--- src/rtl/rv_multicycle_ctrl.sv ---
// Multi-cycle FETCH/DECODE/EXECUTE/MEM/WB sequencer for the RV32I core.
// Owns the PC and instruction latch, handshakes with variable-latency
// instruction/data memories, gates writeback and traps on faults.
module rv_multicycle_ctrl #(
  parameter int unsigned     XLEN     = 32,
  parameter logic [XLEN-1:0] RESET_PC = '0,
  // Wait cycles allowed per memory request; meaningful range is 1..255
  parameter int unsigned     TIMEOUT  = 15,
  parameter int unsigned     CNT_W    = 32
) (
  input  logic             clk_i,
  input  logic             rst_n_i,
  output logic             imem_req_o,
  output logic [XLEN-1:0]  imem_addr_o,
  input  logic [31:0]      imem_rdata_i,
  input  logic             imem_valid_i,
  input  logic             imem_err_i,
  output logic [31:0]      instr_o,
  input  logic [6:0]       opcode_i,
  output logic             ex_en_o,
  input  logic             cnd_i,
  input  logic [XLEN-1:0]  next_pc_i,
  output logic             dmem_req_o,
  output logic             dmem_we_o,
  input  logic             dmem_valid_i,
  input  logic             dmem_err_i,
  output logic             rf_we_o,
  output logic [XLEN-1:0]  pc_o,
  output logic [2:0]       state_o,
  output logic             halted_o,
  output logic [1:0]       trap_cause_o,
  output logic [CNT_W-1:0] retire_cnt_o
);

  typedef enum logic [2:0] {
    StFetch   = 3'd0,
    StDecode  = 3'd1,
    StExecute = 3'd2,
    StMem     = 3'd3,
    StWb      = 3'd4,
    StHalt    = 3'd5,
    StTrap    = 3'd6
  } state_e;

  localparam logic [6:0] OpLui    = 7'b0110111;
  localparam logic [6:0] OpAuipc  = 7'b0010111;
  localparam logic [6:0] OpJal    = 7'b1101111;
  localparam logic [6:0] OpJalr   = 7'b1100111;
  localparam logic [6:0] OpBranch = 7'b1100011;
  localparam logic [6:0] OpLoad   = 7'b0000011;
  localparam logic [6:0] OpStore  = 7'b0100011;
  localparam logic [6:0] OpImm    = 7'b0010011;
  localparam logic [6:0] OpReg    = 7'b0110011;
  localparam logic [6:0] OpSystem = 7'b1110011;

  localparam logic [1:0] CauseNone    = 2'd0;
  localparam logic [1:0] CauseImem    = 2'd1;
  localparam logic [1:0] CauseDmem    = 2'd2;
  localparam logic [1:0] CauseIllegal = 2'd3;

  localparam logic [7:0] TimeoutCnt = 8'(TIMEOUT);

  state_e           state_q;
  logic [XLEN-1:0]  pc_q;
  logic [31:0]      instr_q;
  logic [7:0]       wait_q;
  logic [CNT_W-1:0] retire_q;
  logic [1:0]       cause_q;
  logic             imem_req_q;
  logic             dmem_req_q;
  logic             dmem_we_q;
  logic             ex_en_q;
  logic             rf_we_q;
  logic             halted_q;

  logic             op_legal;
  logic             op_mem;
  logic             op_store;
  logic             op_system;
  logic             op_wr_rd;
  logic [7:0]       wait_inc;
  logic             timed_out;

  // The branch condition is already folded into next_pc_i by the PC-select logic.
  logic unused_cnd;
  assign unused_cnd = cnd_i;

  // Opcode classification for the latched instruction.
  always_comb begin
    op_legal  = 1'b1;
    op_mem    = 1'b0;
    op_store  = 1'b0;
    op_system = 1'b0;
    op_wr_rd  = 1'b0;
    case (opcode_i)
      OpLui, OpAuipc, OpJal, OpJalr, OpImm, OpReg: op_wr_rd = 1'b1;
      OpLoad: begin
        op_mem   = 1'b1;
        op_wr_rd = 1'b1;
      end
      OpStore: begin
        op_mem   = 1'b1;
        op_store = 1'b1;
      end
      OpBranch: op_wr_rd = 1'b0;
      OpSystem: op_system = 1'b1;
      default:  op_legal = 1'b0;
    endcase
  end

  // Wait-counter step and timeout detection for the outstanding request.
  always_comb begin
    wait_inc  = wait_q + 8'd1;
    timed_out = (wait_inc == TimeoutCnt);
  end

  // Sequencer: state, PC, instruction latch, counters and registered outputs.
  always_ff @(posedge clk_i or negedge rst_n_i) begin
    if (!rst_n_i) begin
      state_q    <= StFetch;
      pc_q       <= RESET_PC;
      instr_q    <= '0;
      wait_q     <= '0;
      retire_q   <= '0;
      cause_q    <= CauseNone;
      imem_req_q <= 1'b0;
      dmem_req_q <= 1'b0;
      dmem_we_q  <= 1'b0;
      ex_en_q    <= 1'b0;
      rf_we_q    <= 1'b0;
      halted_q   <= 1'b0;
    end else begin
      ex_en_q <= 1'b0;
      rf_we_q <= 1'b0;
      case (state_q)
        StFetch: begin
          if (!imem_req_q) begin
            // Only reachable straight out of reset: raise the first request.
            imem_req_q <= 1'b1;
            wait_q     <= '0;
          end else if (imem_err_i || (!imem_valid_i && timed_out)) begin
            imem_req_q <= 1'b0;
            halted_q   <= 1'b1;
            cause_q    <= CauseImem;
            state_q    <= StTrap;
          end else if (imem_valid_i) begin
            imem_req_q <= 1'b0;
            instr_q    <= imem_rdata_i;
            state_q    <= StDecode;
          end else begin
            wait_q <= wait_inc;
          end
        end
        StDecode: begin
          if (!op_legal || (instr_q[1:0] != 2'b11)) begin
            halted_q <= 1'b1;
            cause_q  <= CauseIllegal;
            state_q  <= StTrap;
          end else if (op_system) begin
            halted_q <= 1'b1;
            state_q  <= StHalt;
          end else begin
            ex_en_q <= 1'b1;
            state_q <= StExecute;
          end
        end
        StExecute: begin
          if (op_mem) begin
            dmem_req_q <= 1'b1;
            dmem_we_q  <= op_store;
            wait_q     <= '0;
            state_q    <= StMem;
          end else begin
            rf_we_q <= op_wr_rd;
            state_q <= StWb;
          end
        end
        StMem: begin
          if (dmem_err_i || (!dmem_valid_i && timed_out)) begin
            dmem_req_q <= 1'b0;
            dmem_we_q  <= 1'b0;
            halted_q   <= 1'b1;
            cause_q    <= CauseDmem;
            state_q    <= StTrap;
          end else if (dmem_valid_i) begin
            dmem_req_q <= 1'b0;
            dmem_we_q  <= 1'b0;
            rf_we_q    <= op_wr_rd;
            state_q    <= StWb;
          end else begin
            wait_q <= wait_inc;
          end
        end
        StWb: begin
          if (next_pc_i[1:0] != 2'b00) begin
            // Misaligned target: keep the PC of the offending instruction.
            halted_q <= 1'b1;
            cause_q  <= CauseIllegal;
            state_q  <= StTrap;
          end else begin
            pc_q       <= next_pc_i;
            retire_q   <= retire_q + CNT_W'(1);
            imem_req_q <= 1'b1;
            wait_q     <= '0;
            state_q    <= StFetch;
          end
        end
        StHalt, StTrap: begin
          state_q <= state_q;
        end
        default: begin
          imem_req_q <= 1'b0;
          dmem_req_q <= 1'b0;
          dmem_we_q  <= 1'b0;
          halted_q   <= 1'b1;
          cause_q    <= CauseIllegal;
          state_q    <= StTrap;
        end
      endcase
    end
  end

  assign imem_req_o   = imem_req_q;
  assign imem_addr_o  = pc_q;
  assign instr_o      = instr_q;
  assign ex_en_o      = ex_en_q;
  assign dmem_req_o   = dmem_req_q;
  assign dmem_we_o    = dmem_we_q;
  assign rf_we_o      = rf_we_q;
  assign pc_o         = pc_q;
  assign state_o      = state_q;
  assign halted_o     = halted_q;
  assign trap_cause_o = cause_q;
  assign retire_cnt_o = retire_q;

endmodule

--- config.mk ---
export PLATFORM = sky130hd
export DESIGN_NAME = rv_multicycle_ctrl
export DESIGN_NICKNAME = d
export VERILOG_FILES = /design/src/rtl/rv_multicycle_ctrl.sv
export SDC_FILE = /design/constraint.sdc
export NUM_CORES = 1
export LEC_CHECK = 0
export CORE_ASPECT_RATIO = 0.9
export CORE_MARGIN = 3
export CORE_UTILIZATION = 44
export DETAILED_ROUTE_END_ITERATION = 8
export PLACE_DENSITY = 0.92
export SLEW_MARGIN = 20
export SYNTH_ARGS = -nofsm -noshare
export SYNTH_HDL_FRONTEND = slang
export SYNTH_SLANG_ARGS = --single-unit
--- constraint.sdc ---
create_clock -name clk_i -period 2.8 [get_ports clk_i]
set_input_delay 0.56 -clock clk_i [delete_from_list [all_inputs] [get_ports clk_i]]
set_output_delay 0.56 -clock clk_i [all_outputs]
set_load 0.03 [all_outputs]
# [Word level (Yosys, flattened, before mapping)]
# Cells that the tools add are included.
[totals] regBits=115 input_bits=78 elab_cells=132
[classes] n_addsub=2 n_eq_ne=32 n_mux=54 n_bitwise=6 n_reduce_logical=26
[ops] operator="2-to-1 mux 8 bit" n=7
[ops] operator="adder 32 x 1 -> 32 bit (second input constant)" n=1
[ops] operator="case mux 8 bit (4 select lines)" n=1
[ops] operator="equality test 7 bit (second input constant)" n=4
[ops] operator="2-to-1 mux 3 bit" n=9
[ops] operator="2-to-1 mux 1 bit" n=25
[ops] operator="equality test 7 x 6 -> 1 bit (second input constant)" n=3
[ops] operator="inequality test 2 bit (second input constant)" n=10
[ops] operator="case mux 3 bit (6 select lines)" n=1
[ops] operator="inequality test 3 bit (second input constant)" n=5
[ops] operator="equality test 7 x 5 -> 1 bit (second input constant)" n=2
[ops] operator="AND reduction 6 bit" n=2
[ops] operator="2-to-1 mux 2 bit" n=5
[ops] operator="case mux 2 bit (5 select lines)" n=1
[ops] operator="OR reduction 10 bit" n=1
[ops] operator="OR reduction 5 bit" n=2
[ops] operator="equality test 3 bit (second input constant)" n=3
[ops] operator="case mux 1 bit (3 select lines)" n=3
[ops] operator="adder 8 x 1 -> 8 bit (second input constant)" n=1
[ops] operator="equality test 8 x 4 -> 1 bit (second input constant)" n=1
[ops] operator="AND reduction 4 bit" n=2
[ops] operator="equality test 7 x 2 -> 1 bit (second input constant)" n=1
[ops] operator="AND reduction 7 bit" n=1
[ops] operator="OR reduction 7 bit" n=1
[ops] operator="15 further kinds" n=28

# [Depth between registers and ports, before layout]
[depth] depth_word=7 ltp_mapped=8

# [Worst setup path before layout]
# OpenSTA, ideal clock, no wires.
[synth_timing] path_kind="reg2reg" start="register wait_q[0]" end="register cause_q[0], in the netlist trap_cause_o[0]" setup_ns=0.118 t_arrival_ns=2.081 required_ns=2.682 slack_ns=0.601 path_stages_with_launch=8 cell_sequence="dfrtp_1 ha_1 and3_4 a311oi_2 a31oi_2 o31a_1 or3_1 a21o_1"
[synth_between] elab_chain_cells=6 word_cells_on_any_way=9
[synth_lines] element="from (decl)" line_no="66" source="logic [7:0] wait_q;"
[synth_lines] element="from (signal assigned)" line_no="151" source="wait_q <= wait_inc;"
[synth_lines] element="from (signal assigned)" line_no="191" source="wait_q <= wait_inc;"
[synth_lines] element="adder 8 x 1 -> 8 bit *" line_no="113" source="wait_inc = wait_q + 8'd1;"
[synth_lines] element="equality test 8 x 4 -> 1 bit *" line_no="114" source="timed_out = (wait_inc == TimeoutCnt);"
[synth_lines] element="logical AND 1 bit, on equally long branches" line_no="179, 141"
[synth_lines] element="logical OR 1 bit, on equally long branches" line_no="179, 141"
[synth_lines] element="inequality test 2 bit (no source line)"
[synth_lines] element="AND reduction 6 bit (no source line) *"
[synth_lines] element="to (signal assigned)" line_no="183" source="cause_q <= CauseDmem;"
[synth_lines] element="to (signal assigned)" line_no="198" source="cause_q <= CauseIllegal;"
[synth_lines] element="to (signal assigned)" line_no="216" source="cause_q <= CauseIllegal;"
[synth_lines] element="to (decl)" line_no="68" source="logic [1:0] cause_q;"
# Every way passes the cells marked *; elsewhere a longest branch is shown, timed or not.
# A chain may end at the register's enable or synchronous reset.

# [Final worst setup path]
[layout_timing] start="register state_q[1], in the netlist state_o[1]" end="output state_o[1]"
[layout_lines] element="from (decl)" line_no="63" source="state_e state_q;"
[layout_lines] element="from (signal assigned)" line_no="120" source="state_q <= StFetch;"
[layout_lines] element="from (signal assigned)" line_no="145" source="state_q <= StTrap;"
[layout_lines] element="from (signal assigned)" line_no="149" source="state_q <= StDecode;"
[layout_lines] element="to (decl)" line_no="29" source="output logic [2:0] state_o,"
# No word-level cell between the ends.

==> results.yml <==
run_status:
  status: "finished, final reports clean"
sta:
  final.min_clock_period_ns: 2.525
  timing.fmax_ghz: 0.3961
  rsz0062_at_grt: "no"
  hold_violations: 0
  timing.final.crit_share_pct: 90.17
  tns_ns: 0
  drv_slew: 0
  finalClockSkew_ns: 0.008871
  setup_viol: 0
  max_slew_margin_pct: 58.12
  tightest_slew_ns: 0.6282
place:
  hpwl_um: 10670
  place_congestion: 0.8658
  io_buffers: 215
logic_synthesis:
  synth_cell_type_count: 66
  synth.avg_cell_area_um2: 10.33
  synth-seq-cells: 115
  synth_edf_count: 0
  synth_nets: 612
  syn_area_mm2: 0.005484
  ys_seq_area_share_pct: 52.48
  syn_inst: 531
  synth_top_area_share_pct: 52.48
  synth_top_area_cell: "dfrtp_1"
  yosys_warnings: 0
  ys_top_cells_by_area: "dfrtp_1 (52%), nand2_1 (7.8%), mux2_2 (6.6%)"
  async_flop_share_pct: 100.0
  ys.flop_type: "dfrtp_1"
worst_setup_path:
  crit_chain: "clkdlybuf4s50_1"
  cp_top_family: "buffers and inverters"
  cp.required_ns: 2.24
  path_buf_inv: 1
  arrival_ns: 1.96
  critical_path.max_stage_delay_ns: 0.82
  startpoint_type: "flop"
  crit_path_end_kind: "output port"
  critPathKind: "reg -> out"
  cp_max_fo: 18
  worstReg2RegStart: "wait_q[0]"
  r2r_cells: 7
  reg2reg_to: "trap_cause_o[0]"
  r2r_slack_ns: 0.41
  slowest_stage: "clkdlybuf4s50_1"
die:
  initial_core_util_pct: 45.23
  die_area_mm2: 0.01384
  die_h_um: 111.9
  num_rows: 38
  pin_count: 217
  core_region_area_mm2: 0.01212
  fp.dieW_um: 123.7
clock_network:
  cts_inserted_buffers: 17
  clkLatencyLatePin_ns: 0.40
  cts.sinks: 115
  cts_setup_buffers: 0
  htreeDepth: 4
  cts-root-buf: "clkbuf_16"
  cts_resized: 0
  clkSlewWorstSetupHoldPaths_ns: 0.05
  clockBufferDepth: 2
  cts_hold_buf: 0
  cts_tree: "yes"
pwr:
  leakagePower_uw: 0.003710
  power_uw: 3909
  ir_worst_vdd_v: 0.0004310
  p_per_area_mw_per_mm2: 478.7
detailed_routing:
  viasPerCell: 5.112
  wirelength_um: 14230
  vias: 4570
  drt-initial-drc-count: 242
  antenna_left: 0
  drcViolationCount: 0
  wl_per_cell_um: 15.92
  drt_first_pass_iters: 4
global_route:
  grt_first_pass_wirelength_um: 23070
  grt_max_degree: 51
  grtUsageTotal_pct: 21.19
  antenna_found_initial: 0
  overflow: 0
  grt_pass1_vias: 4706
cells_and_area:
  antenna_cells: 0
  fin_nets: 802
  area_growth_pct: 48.89
  fill_cells: 901
  drive_above_1_share_pct: 12.26
worst_hold_path:
  hold_class: "in -> async"
run:
  drv_cap: 0
## Yosys cell counts, drive strengths merged, types with 2 or more instances
library cell  count
dfrtp           115
nand2           114
buf              43
mux2             33
nor2             27
xnor2            19
xor2             15
nand4            14
nand3            13
and3             12
nor3             12
inv              11
o21ai            11
clkbuf           10
a21oi             9
o31ai             9
or3               5
and2              4
a21boi            3
a21o              3
a31o              3
a31oi             3
and4              3
ha                3
mux2i             3
o211ai            3
o31a              3
a211o             2
a211oi            2
a221oi            2
or2               2
## final cells by class
| cell class | instances | area [um^2] | area share, % |
|---|---|---|---|
| tap | 160 | 200.2 | 2.452 |
| clock buffer | 24 | 501.7 | 6.145 |
| inverter | 11 | 41.29 | 0.5057 |
| timing repair buffer | 224 | 2242 | 27.46 |
| sequential | 115 | 2878 | 35.24 |
| clock inverter | 8 | 75.07 | 0.9194 |
| multi-input combinational | 352 | 2227 | 27.28 |
## layer usage
layer / GRT usage, % / vias to the layer above / wire length (um)
li1: - / 2169 / -
met5: 0 / - / 0
met4: 8.118 / 0 / 272
met2: 35.39 / 185 / 7216
met3: 6.704 / 19 / 1041
met1: 25.36 / 2197 / 5702
## metrics by stage
stage,hold WS (ns),cell area (um^2),instances,setup WS [ns],utilization [%]
global route,0.1811,8165,894,0.1667,67.35
finish,0.1426,8165,894,0.2752,67.35
detailed placement,0.4677,7589,862,0.2104,62.59
global placement,0.4590,7589,862,0.2406,62.59
floorplan,0.2644,5484,531,0.6010,-
CTS,0.1513,8165,894,0.2608,67.35
## state kept, by name (all words and copies together), names as in the netlist, 2 cells and up
register / cells
wait_q: 8
retire_cnt_o: 32
state_o: 3
instr_o: 32
trap_cause_o: 2
imem_addr_o: 32
## cell usage in the layout, fill, tap and decap left out, drive strengths merged, types with 5 or more instances in the layout
master           n
a21oi            9
and3            12
buf             10
clkbuf          24
clkdlybuf4s50  214
dfrtp          115
inv             11
mux2            33
nand2          114
nand3           13
nand4           14
nor2            27
nor3            12
o21ai           11
o31ai            9
or3              5
xnor2           19
xor2            15
## report_power, final
part           total, uW  switching [uW]  internal, uW
Combinational        180            69.9           110
Clock               2050             719          1330
Sequential          1680            9.89          1670
## cells by family after synthesis
group,share of synthesized area (%)
simple gates,18.66
flops,52.48
buf+inv,6.913
compound gates,8.510
mux,7.324
xor+xnor,5.430
fa+ha+maj,0.6845
## worst max-delay path by stage
stage                            end         start  slack (ns)  depth (start not counted)
floorplan            trap_cause_o[0]     wait_q[0]        0.60                          7
global placement    retire_cnt_o[29]  next_pc_i[1]        0.24                          7
detailed placement   trap_cause_o[0]   opcode_i[6]        0.21                          7
CTS                       state_o[1]    state_o[1]        0.26                          1
global route               wait_q[7]    state_o[0]        0.17                          5
finish                    state_o[1]    state_o[1]        0.28                          1
Note: power is estimated with default switching activity, not from simulation.
